<file path="config.mk">
export PLATFORM = sky130hd
export DESIGN_NAME = mult_share_scheduler
export DESIGN_NICKNAME = d
export VERILOG_FILES = /design/src/rtl/mult_sched_pkg.sv /design/src/rtl/rr_arbiter.sv /design/src/rtl/wallace_tree_multiplier.sv /design/src/rtl/mult_share_scheduler.sv
export SDC_FILE = /design/constraint.sdc
export NUM_CORES = 1
export LEC_CHECK = 0
export CAP_MARGIN = 5
export CORE_MARGIN = 2
export CORE_UTILIZATION = 60
export CTS_CLUSTER_SIZE = 28
export DETAILED_ROUTE_END_ITERATION = 12
export PLACE_DENSITY = 0.93
export SKIP_CTS_REPAIR_TIMING = 1
export SYNTH_ARGS = -nofsm -noshare
export SYNTH_HDL_FRONTEND = slang
export SYNTH_HIERARCHICAL = 1
export SYNTH_SLANG_ARGS = --single-unit
</file>
<file path="constraint.sdc">
create_clock -name clk -period 12.7 [get_ports clk]
set_clock_uncertainty 0.05 [all_clocks]
set_input_delay 2.54 -clock clk [delete_from_list [all_inputs] [get_ports clk]]
set_output_delay 2.54 -clock clk [all_outputs]
set_load 0.05 [all_outputs]
</file>
<file path="src/rtl/mult_sched_pkg.sv">
// ----------------------------------------------------------------------------
// mult_sched_pkg : shared widths and stage payload types for mult_share_scheduler
// Revision: 1.0
// ----------------------------------------------------------------------------
`default_nettype none

package mult_sched_pkg;

  localparam int PROD_W      = 32;
  localparam int MULT_DATA_W = 16;
  // Widest requester tag (16 requesters); narrower tags are zero-extended.
  localparam int MAX_ID_W    = 4;

  typedef struct packed {
    logic [MAX_ID_W-1:0]           id;
    logic signed [MULT_DATA_W-1:0] a;
    logic signed [MULT_DATA_W-1:0] b;
  } mult_req_t;

  typedef struct packed {
    logic [MAX_ID_W-1:0]      id;
    logic signed [PROD_W-1:0] product;
  } mult_resp_t;

endpackage

`default_nettype wire

</file>
<file path="src/rtl/rr_arbiter.sv">
// ----------------------------------------------------------------------------
// rr_arbiter : one-hot round-robin grant, search starts one above ptr
// Revision: 1.0
// ----------------------------------------------------------------------------
`default_nettype none

module rr_arbiter #(
  parameter int N  = 4,
  parameter int IW = (N > 1) ? $clog2(N) : 1
) (
  input  logic [N-1:0]  req,
  input  logic          en,
  input  logic [IW-1:0] ptr,
  output logic [N-1:0]  grant,
  output logic [IW-1:0] idx
);

  int   cand;
  logic found;

  always_comb begin
    grant = '0;
    idx   = '0;
    found = 1'b0;
    cand  = 0;
    for (int off = 1; off <= N; off++) begin
      cand = (int'(ptr) + off) % N;
      if (en && !found && req[cand[IW-1:0]]) begin
        found                = 1'b1;
        grant[cand[IW-1:0]]  = 1'b1;
        idx                  = cand[IW-1:0];
      end
    end
  end

endmodule

`default_nettype wire

</file>
<file path="src/rtl/wallace_tree_multiplier.sv">
// ----------------------------------------------------------------------------
// wallace_tree_multiplier : combinational 16x16 signed multiplier, 32-bit product
// Revision: 1.0
// ----------------------------------------------------------------------------
`default_nettype none

module wallace_tree_multiplier
  import mult_sched_pkg::*;
(
  input  logic signed [MULT_DATA_W-1:0] A,
  input  logic signed [MULT_DATA_W-1:0] B,
  output logic signed [PROD_W-1:0]      Product
);

  // Operands are sign-extended to the product width before multiplying.
  assign Product = PROD_W'(A) * PROD_W'(B);

endmodule

`default_nettype wire

</file>
<file path="src/rtl/mult_share_scheduler.sv">
// ----------------------------------------------------------------------------
// mult_share_scheduler : round-robin sharing of one multiplier, 2-stage pipe
// Revision: 1.0
// ----------------------------------------------------------------------------
`default_nettype none

module mult_share_scheduler
  import mult_sched_pkg::*;
#(
  parameter int NUM_REQ = 4,
  parameter int DATA_W  = 16,
  parameter int ID_W    = (NUM_REQ > 1) ? $clog2(NUM_REQ) : 1
) (
  input  logic                      clk,
  input  logic                      rst_n,
  input  logic                      en,
  input  logic [NUM_REQ-1:0]        req_valid,
  input  logic [NUM_REQ*DATA_W-1:0] req_a,
  input  logic [NUM_REQ*DATA_W-1:0] req_b,
  output logic [NUM_REQ-1:0]        req_ready,
  output logic                      resp_valid,
  input  logic                      resp_ready,
  output logic [ID_W-1:0]           resp_id,
  output logic [PROD_W-1:0]         resp_product,
  output logic                      idle,
  output logic [31:0]               op_count
);

  if (DATA_W != MULT_DATA_W) begin : g_bad_data_w
    $error("mult_share_scheduler: DATA_W must be 16");
  end

  mult_req_t         s1;
  logic              s1_valid;
  mult_resp_t        s2;
  logic              s2_valid;
  logic [ID_W-1:0]   rr_ptr;
  logic [ID_W-1:0]   gnt_idx;
  logic              s1_adv;
  logic              s2_adv;
  logic              accept;
  logic [PROD_W-1:0] mult_out;

  assign s2_adv = !s2_valid || resp_ready;
  assign s1_adv = !s1_valid || s2_adv;
  assign accept = |(req_valid & req_ready);

  rr_arbiter #(
    .N  (NUM_REQ),
    .IW (ID_W)
  ) u_arb (
    .req   (req_valid),
    .en    (en && s1_adv),
    .ptr   (rr_ptr),
    .grant (req_ready),
    .idx   (gnt_idx)
  );

  wallace_tree_multiplier u_mult (
    .A       (s1.a),
    .B       (s1.b),
    .Product (mult_out)
  );

  always_ff @(posedge clk or negedge rst_n) begin
    if (!rst_n) begin
      s1       <= '0;
      s1_valid <= 1'b0;
      rr_ptr   <= ID_W'(NUM_REQ - 1);
    end else if (accept) begin
      s1.id    <= MAX_ID_W'(gnt_idx);
      s1.a     <= req_a[int'(gnt_idx)*DATA_W +: DATA_W];
      s1.b     <= req_b[int'(gnt_idx)*DATA_W +: DATA_W];
      s1_valid <= 1'b1;
      rr_ptr   <= gnt_idx;
    end else if (s1_adv) begin
      s1_valid <= 1'b0;
    end
  end

  // Payload only loads with a real operation so the response bus stays quiet on bubbles.
  always_ff @(posedge clk or negedge rst_n) begin
    if (!rst_n) begin
      s2       <= '0;
      s2_valid <= 1'b0;
    end else if (s2_adv) begin
      s2_valid <= s1_valid;
      if (s1_valid) begin
        s2.id      <= s1.id;
        s2.product <= mult_out;
      end
    end
  end

  always_ff @(posedge clk or negedge rst_n) begin
    if (!rst_n) begin
      op_count <= '0;
    end else if (s2_valid && resp_ready) begin
      op_count <= op_count + 32'd1;
    end
  end

  assign resp_valid   = s2_valid;
  assign resp_id      = s2.id[ID_W-1:0];
  assign resp_product = s2.product;
  assign idle         = !s1_valid && !s2_valid;

endmodule

`default_nettype wire
</file>
==> impl_summary.txt, run 1 <==
----------------------------------------------------
[Floorplanning]
  Area of the die ... 26530 µm²
  Placeable Area ... 24960 µm²
  Die span in y ... 162.9 µm
  Number of rows in the core area ... 58
  Number of primary I/O pins ... 208
  Initial Util ... 60.66%
  Die outline width ... 162.9 µm

[Yosys]
  Async set-or-reset flop fraction in the synthesized netlist ... 100.0%
  Number of nets in the synthesized netlist ... 1939
  Cell type with the highest aggregate area in the netlist ... fa_1
  Most used standard cell by instance count after synthesis ... inv_1
  Synth Flop Type ... dfrtp_1
  Number of standard cells after synthesis ... 1450
  Yosys reg bits ... 104
  Post-synthesis cell type count ... 67
  Most used standard cells in the synthesized netlist ... 290 x inv_1, 262 x fa_1, 149 x nand2_1
  Post-synth EDFFs ... 0
  Syn_area_per_cell ... 10.44 µm²
  Syn. warnings ... 6
  Part of the Yosys area used for sequential elements ... 17.20%
  Yosys top cell area share ... 34.64%
  Largest cells by area after synthesis ... fa_1 35%, dfrtp_1 17%, ha_1 7.5%
  Post-synth design cell area ... 15140 µm²

[Routing]
  Starting DRC count in detailed routing ... 837
  Wire length reported by the detailed router ... 40000 µm
  Number of detailed-route iterations in the first pass ... 5
  Antenna Violating Nets Remaining ... 0
  Vias/cell ... 5.849
  Routed length per instance ... 20.49 µm
  Vias after detailed routing ... 11418
  Residual DRC ... 0

[STA]
  Ratio of final minimum period to clock period ... 62.52%
  Final count of hold timing violations ... 0
  Number of pins with negative max-slew slack in the final report ... 0
  Post-layout min period ... 7.939 ns
  Unrepaired setup endpoints after global routing ... false
  Transition at the pin with the smallest max-transition slack ... 0.9836 ns
  Sum Neg Setup Slack ... 0 ns
  Final Setup Violations ... 0
  Max transition margin ... 34.18%
  Max Clk Rate ... 126.0 MHz

[Clock tree]
  Clock Sink Count ... 104
  Maximum buffer depth of the clock tree ... 2
  CTS tree ... yes
  Buffer cell driving the clock tree root ... clkbuf_16
  Clock-pin transition on the worst setup and hold timing paths ... 0.09 ns
  H-Tree Level Count ... 3
  Clk_lat worst skew ... 0.38 ns
  Number of buffers inserted during clock tree synthesis ... 9

[Worst setup path]
  Startpoint-to-endpoint class of the critical path ... in -> out
  Delay of the slowest critical-path stage ... 0.82 ns
  Data required time at the worst endpoint ... 10.11 ns
  Cell-by-cell trace of the critical path ... clkdlybuf4s50_1 > nor2b_1 > a21boi_0 > and3_2 > a22oi_1 > nand2_1 > clkdlybuf4s50_1
  Element type at the critical path end ... primary output
  Type of origin of the critical path ... primary input
  Critical-path maximum fanout ... 8
  Slowest library cell on the worst path ... clkdlybuf4s50_1
  Critical Path AT ... 5.35 ns
  Cell with the most instances on the worst path ... clkdlybuf4s50_1

[Global routing]
  Vias in the first global route ... 12907
  Pin count of the biggest net entering global routing ... 60
  GRT Util Overall ... 31.72%
  Overflow left after global routing ... 0
  Antenna violations before repair ... 0
  Wire length of the first global-routing pass ... 64490 µm

[Hold path]
  Worst min-delay path class ... reg -> reg

[Placement]
  Post-detailed-placement half-perimeter wirelength ... 30890 µm
  Final weighted congestion of routability-driven global placement ... 0.8876
  Port-buffer cells ... 207

[Final layout]
  Share of cells above drive strength 1 ... 9.063%
  Diode insertion count for antenna repair ... 0
  Count of nets after finishing ... 2106
  Fillers ... 1609
  Syn-to-layout area delta ... 17.00%

[Job]
  Max-cap violations ... 0

[Run status]
  Outcome ... completed

----------------------------------------------------
==> logic make-up after synthesis <==
logic type,share of synthesized area (%)
flops,17.20
xor+xnor,3.991
fa+ha+maj,42.15
mux,10.44
simple gates,13.24
buf+inv,8.824
compound gates,4.148
==> flip-flops by register name (all words and copies together) (netlist names) <==
name          cells
rr_ptr            2
resp_valid        1
resp_product     32
s1_valid          1
op_count         32
s1               34
resp_id           2
==> cell usage in the layout, fill, tap and decap left out, types with 22 or more instances in the layout <==
cell type	n
nor2_1	30
nand2_1	149
nand3_1	22
dfrtp_1	102
inv_1	290
mux4_2	35
xnor2_1	53
and2_1	127
ha_1	91
fa_1	262
mux2_2	68
clkdlybuf4s50_1	206
==> final cells by class <==
class	count	area [µm²]	area share, %
multi-input combinational	1001	11200	63.23
sequential	104	2605	14.70
timing repair buffer	211	2100	11.85
inverter	290	1089	6.144
tap	330	412.9	2.330
clock buffer	9	225.2	1.271
clock inverter	7	83.83	0.4731
==> worst max-delay path: cells and delay by family <==
family / cells / cell delay [ns]
AOI/OAI and AO/OA: 2 / 0.80
and+or+nand+nor: 3 / 0.61
buffers and inverters: 2 / 1.40
==> routing by layer <==
layer / wire length, µm / global-route usage, %
met5: 0 / 0
met4: 1748 / 13.96
met3: 2968 / 6.112
met2: 21070 / 56.80
met1: 14210 / 37.14
==> path summary, 6_finish.rpt <==
path	slack (ns)	cells past startpoint	end	startpoint
max	4.76	7	req_ready[1]	resp_ready
min	0.46	1	op_count[23]	op_count[23]
max reg2reg	5.89	19	resp_product[22]	s1[27]
min reg2reg	0.46	1	op_count[23]	op_count[23]
max in group asynchronous	9.23	2	resp_product[16]	rst_n
min in group asynchronous	2.12	1	op_count[0]	rst_n
==> stage by stage <==
stage	cells	instance area, µm²	util, %	setup WS [ns]	hold WS [ns]
2_1_floorplan	1450	15140	-	6.138	0.4139
5_1_grt	1952	17720	70.98	4.651	0.4709
3_3_place_gp	1936	17410	69.74	4.899	0.4333
6_report	1952	17720	70.98	4.761	0.4553
3_5_place_dp	1936	17410	69.74	4.860	0.4332
4_1_cts	1952	17720	70.98	4.807	0.4505
Power of run 1 is left out: the tool's default activity adds up to more than one toggle a clock period on the data nets, which glitch-free logic cannot reach.
==> run 2, diff against run 1 <==
- CORE_UTILIZATION: 60 -> 58
- PLACE_DENSITY: 0.93 -> 0.91
- clock period: 12.7 -> 7.9 ns (I/O delays scaled with it)
==> run 2 against run 1 <==
Effect of this change: die area grew 3.4%; final cell count grew 0.31%; sequential share of layout area barely moved; register-to-register slack lost 4.7 ns; via count is essentially flat; critical path depth rose by 13; setup slack got worse by 3.6 ns; cell area up 0.13%; highest routed layer is now met5; clock-buffer cell count stayed put; sequential cell count unchanged; non-clock buffer count did not move; core utilization fell by 2.3 points.
==> impl_summary.txt, run 2 (synthesis results as in run 1) <==
----------------------------------------------------
[STA]
  Max Clk Rate ... 148.1 MHz
  Minimum hold slack ... 0.4345 ns (-0.02078 ns)
  Max transition margin ... 36.76% (+2.6 points)
  Transition at the pin with the smallest max-transition slack ... 0.9452 ns (-0.03841 ns)
  Sum Neg Setup Slack ... 0 ns (unchanged)
  Post-layout min period ... 6.750 ns
  Ratio of final minimum period to clock period ... 85.45%
  Unrepaired setup endpoints after global routing ... false
  Final count of hold timing violations ... 0 (unchanged)
  Number of pins with negative max-slew slack in the final report ... 0 (unchanged)
  Final Setup Violations ... 0 (unchanged)

[Clock tree]
  H-Tree Level Count ... 3 (unchanged)
  Maximum buffer depth of the clock tree ... 2 (unchanged)
  Number of buffers inserted during clock tree synthesis ... 9 (unchanged)
  Clock Sink Count ... 104 (unchanged)
  Clk_lat worst skew ... 0.37 ns (about the same)
  CTS tree ... yes
  Clock-pin transition on the worst setup and hold timing paths ... 0.09 ns (about the same)
  Buffer cell driving the clock tree root ... clkbuf_16

[Final layout]
  Most used cells in the layout excluding fill and tap cells ... 290 x inv_1, 262 x fa_1, 206 x clkdlybuf4s50_1, 149 x nand2_1, 127 x and2_1
  Share of cells above drive strength 1 ... 9.063% (unchanged)
  Max reg flops ... 34 (unchanged)
  Most common cell after layout, fill and taps aside ... inv_1
  Count of nets after finishing ... 2106 (unchanged)
  Fillers ... 1796 (+12%)
  Largest Register ... s1
  Syn-to-layout area delta ... 17.16%

[Placement]
  Post-detailed-placement half-perimeter wirelength ... 32040 µm (+3.7%)
  Final weighted congestion of routability-driven global placement ... 0.9346 (+5.3%)
  Port-buffer cells ... 207 (unchanged)

[Routing]
  Antenna Violating Nets Remaining ... 0 (unchanged)
  Wire length reported by the detailed router ... 41080 µm (+2.7%)
  Routed length per instance ... 20.98 µm (+2.4%)
  Number of detailed-route iterations in the first pass ... 5 (unchanged)
  Vias after detailed routing ... 11414 (-0.035%)
  Vias/cell ... 5.829 (-0.34%)
  Starting DRC count in detailed routing ... 1125 (+34%)
  Residual DRC ... 0 (unchanged)

[Global routing]
  Global routing met2 resource utilization ... 56.81% (about the same)
  GRT Util Overall ... 31.93% (+0.21 points)
  Wire length of the first global-routing pass ... 65900 µm (+2.2%)
  Pin count of the biggest net entering global routing ... 64 (+6.7%)
  Antenna violations before repair ... 2 (+2)
  GR Util met1 ... 38.80% (+1.7 points)
  Vias in the first global route ... 12654 (-2.0%)
  Overflow left after global routing ... 0 (unchanged)
  Layer carrying the most global-route usage ... met2
  Met3 global-route usage ... 5.295% (-0.82 points)

[Worst setup path]
  Type of origin of the critical path ... flip-flop
  Startpoint-to-endpoint class of the critical path ... reg -> reg
  Internal reg-to-reg setup slack ... 1.15 ns (-4.74 ns)
  Data required time at the worst endpoint ... 8.11 ns (-2.00 ns)
  Critical-path maximum fanout ... 14 (+6)
  Critical Path AT ... 6.96 ns (+1.61 ns)
  Element type at the critical path end ... flip-flop

[Job]
  Max-cap violations ... 0 (unchanged)

[Floorplanning]
  Placeable Area ... 25840 µm² (+3.5%)
  Number of rows in the core area ... 59 (+1.7%)
  Die outline width ... 165.6 µm (+1.7%)
  Area of the die ... 27420 µm² (+3.4%)
  Die span in y ... 165.6 µm (+1.7%)
  Initial Util ... 58.61% (-2.1 points)
  Number of primary I/O pins ... 208 (unchanged)

[Hold path]
  Worst min-delay path class ... reg -> reg

[Run status]
  Outcome ... completed

----------------------------------------------------
## run 2: cell count changes in the layout (fill, tap and decap cells not counted), sizes merged
cell,before,now
clkinv,4,3
inv,293,294
diode,0,1
## run 2: worst max-delay path, cell delays in order (launching register included)
cell	delay [ns]
dfrtp_1	0.54
inv_1	0.51
nor2_1	0.12
fa_1	0.56
fa_1	0.46
fa_1	0.53
fa_1	0.45
fa_1	0.50
inv_1	0.05
fa_1	0.48
inv_1	0.05
ha_1	0.38
a211oi_1	0.38
o21a_1	0.20
nor3b_1	0.06
a211oi_2	0.40
o211a_1	0.27
o211a_1	0.20
a21oi_2	0.07
xnor2_1	0.12
mux2_2	0.26
## run 2: metrics by stage
step | setup slack (ns) | instances | cell area [µm²] | utilization (%)
6_report | 1.150 | 1958 | 17740 | 68.67
5_1_grt | 0.9249 | 1958 | 17740 | 68.67
4_1_cts | 1.243 | 1957 | 17740 | 68.66
3_5_place_dp | 1.242 | 1941 | 17420 | 67.40
3_3_place_gp | 1.389 | 1941 | 17420 | 67.40
2_1_floorplan | 1.936 | 1450 | 15140 | -
## run 2: worst paths after layout
path,from,to,cells after the start
worst max-delay path,s1[15],resp_product[31],20
worst min-delay path,op_count[31],op_count[31],1
worst max register to register,s1[15],resp_product[31],20
worst min register to register,op_count[31],op_count[31],1
max in group asynchronous,rst_n,s1[6],2
min in group asynchronous,rst_n,op_count[7],1
## run 2: cell type report
class | count | area, µm² | share of cell area [%]
Antenna cell | 1 | 2.502 | 0.01410
Multi-Input combinational cell | 1001 | 11200 | 63.15
Clock inverter | 7 | 98.84 | 0.5571
Tap cell | 335 | 419.2 | 2.362
Clock buffer | 9 | 225.2 | 1.269
Timing Repair Buffer | 211 | 2100 | 11.83
Sequential cell | 104 | 2605 | 14.68
Inverter | 290 | 1089 | 6.135
## run 2: layer usage
metal / wire length, µm / up-vias
li1: - / 4837
met1: 15050 / 5803
met2: 21330 / 616
met3: 2875 / 156
met4: 1801 / 2
met5: 13 / -
Power of run 2 is left out for the same reason.
